## src/rtl/mdu_iterative.sv

```systemverilog
// Iterative multiply/divide unit owning the HI/LO register pair.
// One radix-2 step per cycle; multiply (shift-add) and divide (restoring)
// share one adder and one 2*WIDTH shift register.
// Optional feature macro: MDU_SIGNED_EN. When defined, op[0] selects signed
// MULT/DIV. When undefined, every operation is unsigned and the sign
// correction hardware is absent.
//
// state  | meaning
// S_IDLE | waiting; accepts start or MTHI/MTLO writes
// S_RUN  | WIDTH radix-2 iterations, counter counts down to terminal 1
// S_FIX  | sign correction, hi/lo written at the edge leaving this state
module mdu_iterative #(
    parameter  int WIDTH = 32,
    localparam int CNT_W = $clog2(WIDTH) + 1
) (
    input  logic             i_clk,
    input  logic             i_rst,
    input  logic             i_start,
    input  logic [1:0]       i_op,
    input  logic [WIDTH-1:0] i_a,
    input  logic [WIDTH-1:0] i_b,
    input  logic             i_we_hi,
    input  logic             i_we_lo,
    input  logic [WIDTH-1:0] i_wd,
    output logic             o_busy,
    output logic             o_done,
    output logic [WIDTH-1:0] o_hi,
    output logic [WIDTH-1:0] o_lo
);

    typedef enum logic [1:0] {S_IDLE, S_RUN, S_FIX} state_t;

    state_t               r_state;
    state_t               w_state_nxt;
    logic [CNT_W-1:0]     r_cnt;
    logic [2*WIDTH-1:0]   r_p;
    logic [WIDTH-1:0]     r_mb;
    logic                 r_div;
    logic                 r_done;
    logic [WIDTH-1:0]     r_hi;
    logic [WIDTH-1:0]     r_lo;

    logic                 w_dz;
    logic [WIDTH-1:0]     w_mag_a;
    logic [WIDTH-1:0]     w_mag_b;
    logic [WIDTH:0]       w_opa;
    logic [WIDTH:0]       w_opb;
    logic [WIDTH+1:0]     w_sum;
    logic [2*WIDTH-1:0]   w_p_step;
    logic [WIDTH-1:0]     w_res_hi;
    logic [WIDTH-1:0]     w_res_lo;

    // Divide by zero: restoring division with a zero divisor naturally leaves
    // the dividend in the remainder and all ones in the quotient, so the raw
    // dividend is latched and no sign correction is applied.
    assign w_dz = i_op[1] & (i_b == '0);

`ifdef MDU_SIGNED_EN
    logic r_neg_q;
    logic r_neg_r;
    logic w_a_neg;
    logic w_b_neg;
    logic [2*WIDTH-1:0] w_prod_fix;

    assign w_a_neg = i_op[0] & i_a[WIDTH-1];
    assign w_b_neg = i_op[0] & i_b[WIDTH-1];
    assign w_mag_a = (w_a_neg && !w_dz) ? -i_a : i_a;
    assign w_mag_b = w_b_neg ? -i_b : i_b;

    // Record result signs at start; quotient/product sign and remainder sign
    always_ff @(posedge i_clk) begin
        if (i_rst) begin
            r_neg_q <= 1'b0;
            r_neg_r <= 1'b0;
        end else if (r_state == S_IDLE && i_start) begin
            r_neg_q <= (w_a_neg ^ w_b_neg) & ~w_dz;
            r_neg_r <= w_a_neg & ~w_dz;
        end
    end

    assign w_prod_fix = r_neg_q ? -r_p : r_p;
    assign w_res_hi = r_div ? (r_neg_r ? -r_p[2*WIDTH-1:WIDTH] : r_p[2*WIDTH-1:WIDTH])
                            : w_prod_fix[2*WIDTH-1:WIDTH];
    assign w_res_lo = r_div ? (r_neg_q ? -r_p[WIDTH-1:0] : r_p[WIDTH-1:0])
                            : w_prod_fix[WIDTH-1:0];
`else
    logic w_unused_op0;

    assign w_unused_op0 = i_op[0];
    assign w_mag_a  = i_a;
    assign w_mag_b  = i_b;
    assign w_res_hi = r_p[2*WIDTH-1:WIDTH];
    assign w_res_lo = r_p[WIDTH-1:0];
`endif

    // Shared adder: add for multiply, subtract (trial) for divide.
    // Divide operand is the upper half already shifted left by one.
    assign w_opa = r_div ? r_p[2*WIDTH-1:WIDTH-1] : {1'b0, r_p[2*WIDTH-1:WIDTH]};
    assign w_opb = {1'b0, r_mb};
    assign w_sum = {1'b0, w_opa} + (r_div ? ~{1'b0, w_opb} : {1'b0, w_opb})
                 + {{(WIDTH+1){1'b0}}, r_div};

    // One radix-2 iteration of the shift register
    always_comb begin
        w_p_step = r_p;
        if (r_div) begin
            if (!w_sum[WIDTH+1])
                w_p_step = {w_sum[WIDTH-1:0], r_p[WIDTH-2:0], 1'b1};
            else
                w_p_step = {r_p[2*WIDTH-2:0], 1'b0};
        end else if (r_p[0]) begin
            w_p_step = {w_sum[WIDTH:0], r_p[WIDTH-1:1]};
        end else begin
            w_p_step = {1'b0, r_p[2*WIDTH-1:1]};
        end
    end

    // State register
    always_ff @(posedge i_clk) begin
        if (i_rst) r_state <= S_IDLE;
        else       r_state <= w_state_nxt;
    end

    // Next-state logic
    always_comb begin
        w_state_nxt = r_state;
        case (r_state)
            S_IDLE:  if (i_start) w_state_nxt = S_RUN;
            S_RUN:   if (r_cnt == CNT_W'(1)) w_state_nxt = S_FIX;
            S_FIX:   w_state_nxt = S_IDLE;
            default: w_state_nxt = S_IDLE;
        endcase
    end

    // Datapath: operand latch, iteration, result write and MTHI/MTLO
    always_ff @(posedge i_clk) begin
        if (i_rst) begin
            r_cnt  <= '0;
            r_p    <= '0;
            r_mb   <= '0;
            r_div  <= 1'b0;
            r_done <= 1'b0;
            r_hi   <= '0;
            r_lo   <= '0;
        end else begin
            r_done <= (r_state == S_FIX);
            case (r_state)
                S_IDLE: begin
                    if (i_start) begin
                        r_p   <= {{WIDTH{1'b0}}, w_mag_a};
                        r_mb  <= w_mag_b;
                        r_div <= i_op[1];
                        r_cnt <= CNT_W'(WIDTH);
                    end else begin
                        if (i_we_hi) r_hi <= i_wd;
                        if (i_we_lo) r_lo <= i_wd;
                    end
                end
                S_RUN: begin
                    r_p   <= w_p_step;
                    r_cnt <= r_cnt - CNT_W'(1);
                end
                S_FIX: begin
                    r_hi <= w_res_hi;
                    r_lo <= w_res_lo;
                end
                default: ;
            endcase
        end
    end

    assign o_busy = (r_state != S_IDLE);
    assign o_done = r_done;
    assign o_hi   = r_hi;
    assign o_lo   = r_lo;

endmodule

```

## config.mk

```make
export PLATFORM = sky130hd
export DESIGN_NAME = mdu_iterative
export DESIGN_NICKNAME = d
export VERILOG_FILES = /design/src/rtl/mdu_iterative.sv
export SDC_FILE = /design/constraint.sdc
export NUM_CORES = 1
export LEC_CHECK = 0
export ABC_AREA = 1
export CAP_MARGIN = 0
export CORE_ASPECT_RATIO = 0.7
export CORE_MARGIN = 5
export CORE_UTILIZATION = 50
export DETAILED_ROUTE_END_ITERATION = 16
export GPL_TIMING_DRIVEN = 0
export PLACE_DENSITY_LB_ADDON = 0.3
export SLEW_MARGIN = 20
export SYNTH_ARGS = -nofsm -noshare
export SYNTH_HDL_FRONTEND = slang
export SYNTH_SLANG_ARGS = --single-unit
export TNS_END_PERCENT = 30
```

## constraint.sdc

```tcl
create_clock -name i_clk -period 3 [get_ports i_clk]
set_clock_uncertainty 0.2 [all_clocks]
set_input_delay 0.45 -clock i_clk [delete_from_list [all_inputs] [get_ports i_clk]]
set_output_delay 0.45 -clock i_clk [all_outputs]
set_load 0.02 [all_outputs]
```

==> flow_summary.toml, run 1 <==
[outcome]
status = "complete, but fails checks"
violations = "setup timing"

[hold_path]
hold_depth = 2
hold_class = "flop to flop"
hp-start = "o_lo[10]"
hold_end = "o_lo[10]"

[setup_path]
worst_r2r_endpoint = "r_p[42]"
worstPathCellList = "buf_12 > clkbuf_16 > clkbuf_8 > nor2_1 > nor2_1 > ha_1 > nand2_2 > inv_1 > a21oi_2 > nor2_1 > nor2_1 > nand2_2 > xor2_2 > nand2_1 > a21oi_2 > nand2_1 > a21oi_1"
rr_worst_depth = 17
path_buf_inv = 4
path_depth = 17
cp_data_arrival_time_ns = 3.30
path_common_cell = "nor2_1"
crit_path_end_kind = "flop"
cp_slowest_cell = "dfxtp_4"
rr_startpoint = "r_div"
critPathKind = "flop to flop"
rrSetupSlack_ns = -0.13
startpoint_type = "flop"
path_delay_family = "simple AND/OR/NAND/NOR gates"
max_stage_delay_ns = 0.38
path_max_fanout = 7
cp.required_ns = 3.17

[synthesis]
synthTopCellsByArea = "dfxtp_1, nand2_1, a21oi_1"
synth_flop_cell = "dfxtp_1"
yosysSeqAreaShare_pct = 31.3
post-synth-top-count-cell = "nand2_1"
syn_area_um2 = 10900
ys_ff_latch = 170
yosys-top-cells-count = "nand2_1, a21oi_1, nor2_1"
synth_top_cell_by_area = "dfxtp_1"
ys_types = 43
synthArstFlopShare_pct = 0
synth_top_area_share_pct = 31.3
syn_nets = 1895
synth_edf_count = 0
avgSynthCellArea_um2 = 6.18
ys_warn_count = 0
syn_inst = 1758

[placement]
dpl_cell_area_um2 = 12900
hpwl_um = 35300
io_buffers = 166
place_ws_ns = -1.05
gp_congestion = 1.00
placed_cells = 2206

[clocking]
ctsRootBufferMaster = "clkbuf_16"
cts_max_path_buffers = 2
clk_pin_slew_worst_paths_ns = 0.07
hold_buffers = 0
htree_levels = 4
clk_latency_ns = 0.45
cts_tree = "yes"
clock_sinks = 170
numCtsBuffers = 17

[final_layout]
drive_gt1_share_pct = 15.0
n_fill_cell = 1822
stdcell_count = 2278
seq_area_um2 = 3410
stdcell_area_um2 = 15200
syn_to_final_growth_pct = 40.0
final_util_pct = 70.7
antenna_cells = 0
nets = 2120
multi_input_area_um2 = 7550

[power]
internal_power_mw = 5.05
leakage_nw = 6.21
power_frac_comb_pct = 38.1
p_seq_share_pct = 32.6
power_density_nw_per_um2 = 537
p_total_mw = 8.17
swShare_pct = 38.2
p_sw_mw = 3.12
peakVddDrop_mv = 0.454
power.share.clock_pct = 29.3

[sta]
hold_violations = 0
slew_headroom_pct = 42.8
timing.fmax_mhz = 319
fin_crit_ns = 3.13
finalSetupViolations = 31
tns_ns = -2.39
worst_pin_slew_ns = 0.858
post-route-period-util_pct = 104
timing.final.ws_setup_ns = -0.133
hold-worst-slack_ns = 0.266
slew_violations = 0
grt_setup_unrepaired = "yes"

[detailed_routing]
wl_per_cell_um = 20.7
num_vias = 13400
wirelength_um = 47100
ant_nets = 0
drc = 0
drt-pass1-iter-count = 6
drt_iter0_drc = 1948
vias_per_cell = 5.90

[floorplanning]
rows = 45
dieArea_um2 = 24800
ios = 169
die_w_um = 186
fp.dieH_um = 133
initial_core_util_pct = 50.5
coreArea_um2 = 21500

[job]
cap_viol_max_count = 0

[global_routing]
grt-ovfl-total = 0
grt_pass1_wl_um = 69700
antenna_found_initial = 0
grt_pass1_vias = 12200
grt_max_degree = 17
grt.total_usage_pct = 36.2
==> cell families (layout without fill, tap and decap cells) <==
logic type / after synthesis / in the layout / share of synthesized area, %
simple gates: 811 / 811 / 29.7
compound gates: 449 / 449 / 22.4
buf+inv: 247 / 485 / 8.86
flops: 170 / 170 / 31.3
xor+xnor: 47 / 47 / 3.79
fa+ha+maj: 34 / 34 / 3.98
==> cells in the final DEF, fill, tap and decap left out, drive strengths merged, types with 7 or more instances in the layout <==
cell type,instances
a21oi,249
a22oi,31
a31oi,34
buf,71
clkbuf,90
clkdlybuf4s50,166
dfxtp,170
ha,33
inv,151
nand2,519
nand3,58
nand4,7
nor2,209
nor3,10
o21ai,119
o21bai,7
xor2,45
==> state kept, by name (all words and copies together), names as in the netlist <==
| signal | flops |
|---|---|
| o_done | 1 |
| o_hi | 32 |
| o_lo | 32 |
| r_cnt | 6 |
| r_div | 1 |
| r_mb | 32 |
| r_p | 64 |
| r_state | 2 |
==> worst register-to-register path: cells and delay by family (launching register included) <==
family                     cells  cell delay, ns
DFF                            1            0.38
adders and majority gates      1            0.34
and+or+nand+nor                8            0.84
AOI/OAI and AO/OA              3            0.46
buffers and inverters          4            0.57
xor gates and xnor gates       1            0.28
==> repair_timing <==
item / CTS / global route
setup buffers: 24 / 12
gates resized for setup: 191 / 88
gates cloned: 4 / 1
setup endpoints to repair: 33 / 33
pin swaps: 53 / 37
==> routing by layer <==
metal | up-vias | share of wire [%] | GRT usage, %
met5 | - | 0 | 0
met4 | 0 | 2.1 | 7.81
met3 | 103 | 15 | 10.4
met2 | 940 | 40 | 49.5
met1 | 6211 | 44 | 55.9
li1 | 6189 | - | -
==> power groups by stage <==
stage               sequential (mW)  clock [mW]  combinational, mW
floorplan                      2.66           0               1.49
global placement               2.67           0               2.31
detailed placement             2.68           0               2.34
CTS                            2.64        2.38               2.75
global route                   2.67        2.48               3.32
finish                         2.66        2.39               3.11
==> worst max path at each step <==
| stage | from | end |
|---|---|---|
| 6_report | r_div | r_p[42] |
| 3_5_place_dp | r_div | r_p[61] |
| 3_3_place_gp | r_div | r_p[61] |
| 4_1_cts | r_div | r_p[58] |
| 5_1_grt | r_div | r_p[60] |
| 2_1_floorplan | r_div | r_p[58] |
==> final cells by class <==
cell class / instances / share of cell area, %
clock buffer: 19 / 2.98
sequential: 170 / 22.4
buffer: 101 / 4.42
timing repair buffer: 207 / 13.5
tap: 282 / 2.32
multi-input combinational: 1341 / 49.6
inverter: 145 / 3.63
clock inverter: 13 / 1.16
Note: power is estimated with default switching activity, not from simulation.
==> run 2, diff against run 1 <==
Settings changed: CAP_MARGIN 0 to default.
==> results of run 2 <==
Same layout as run 1: the final DEF is identical, and so are final timing and power.
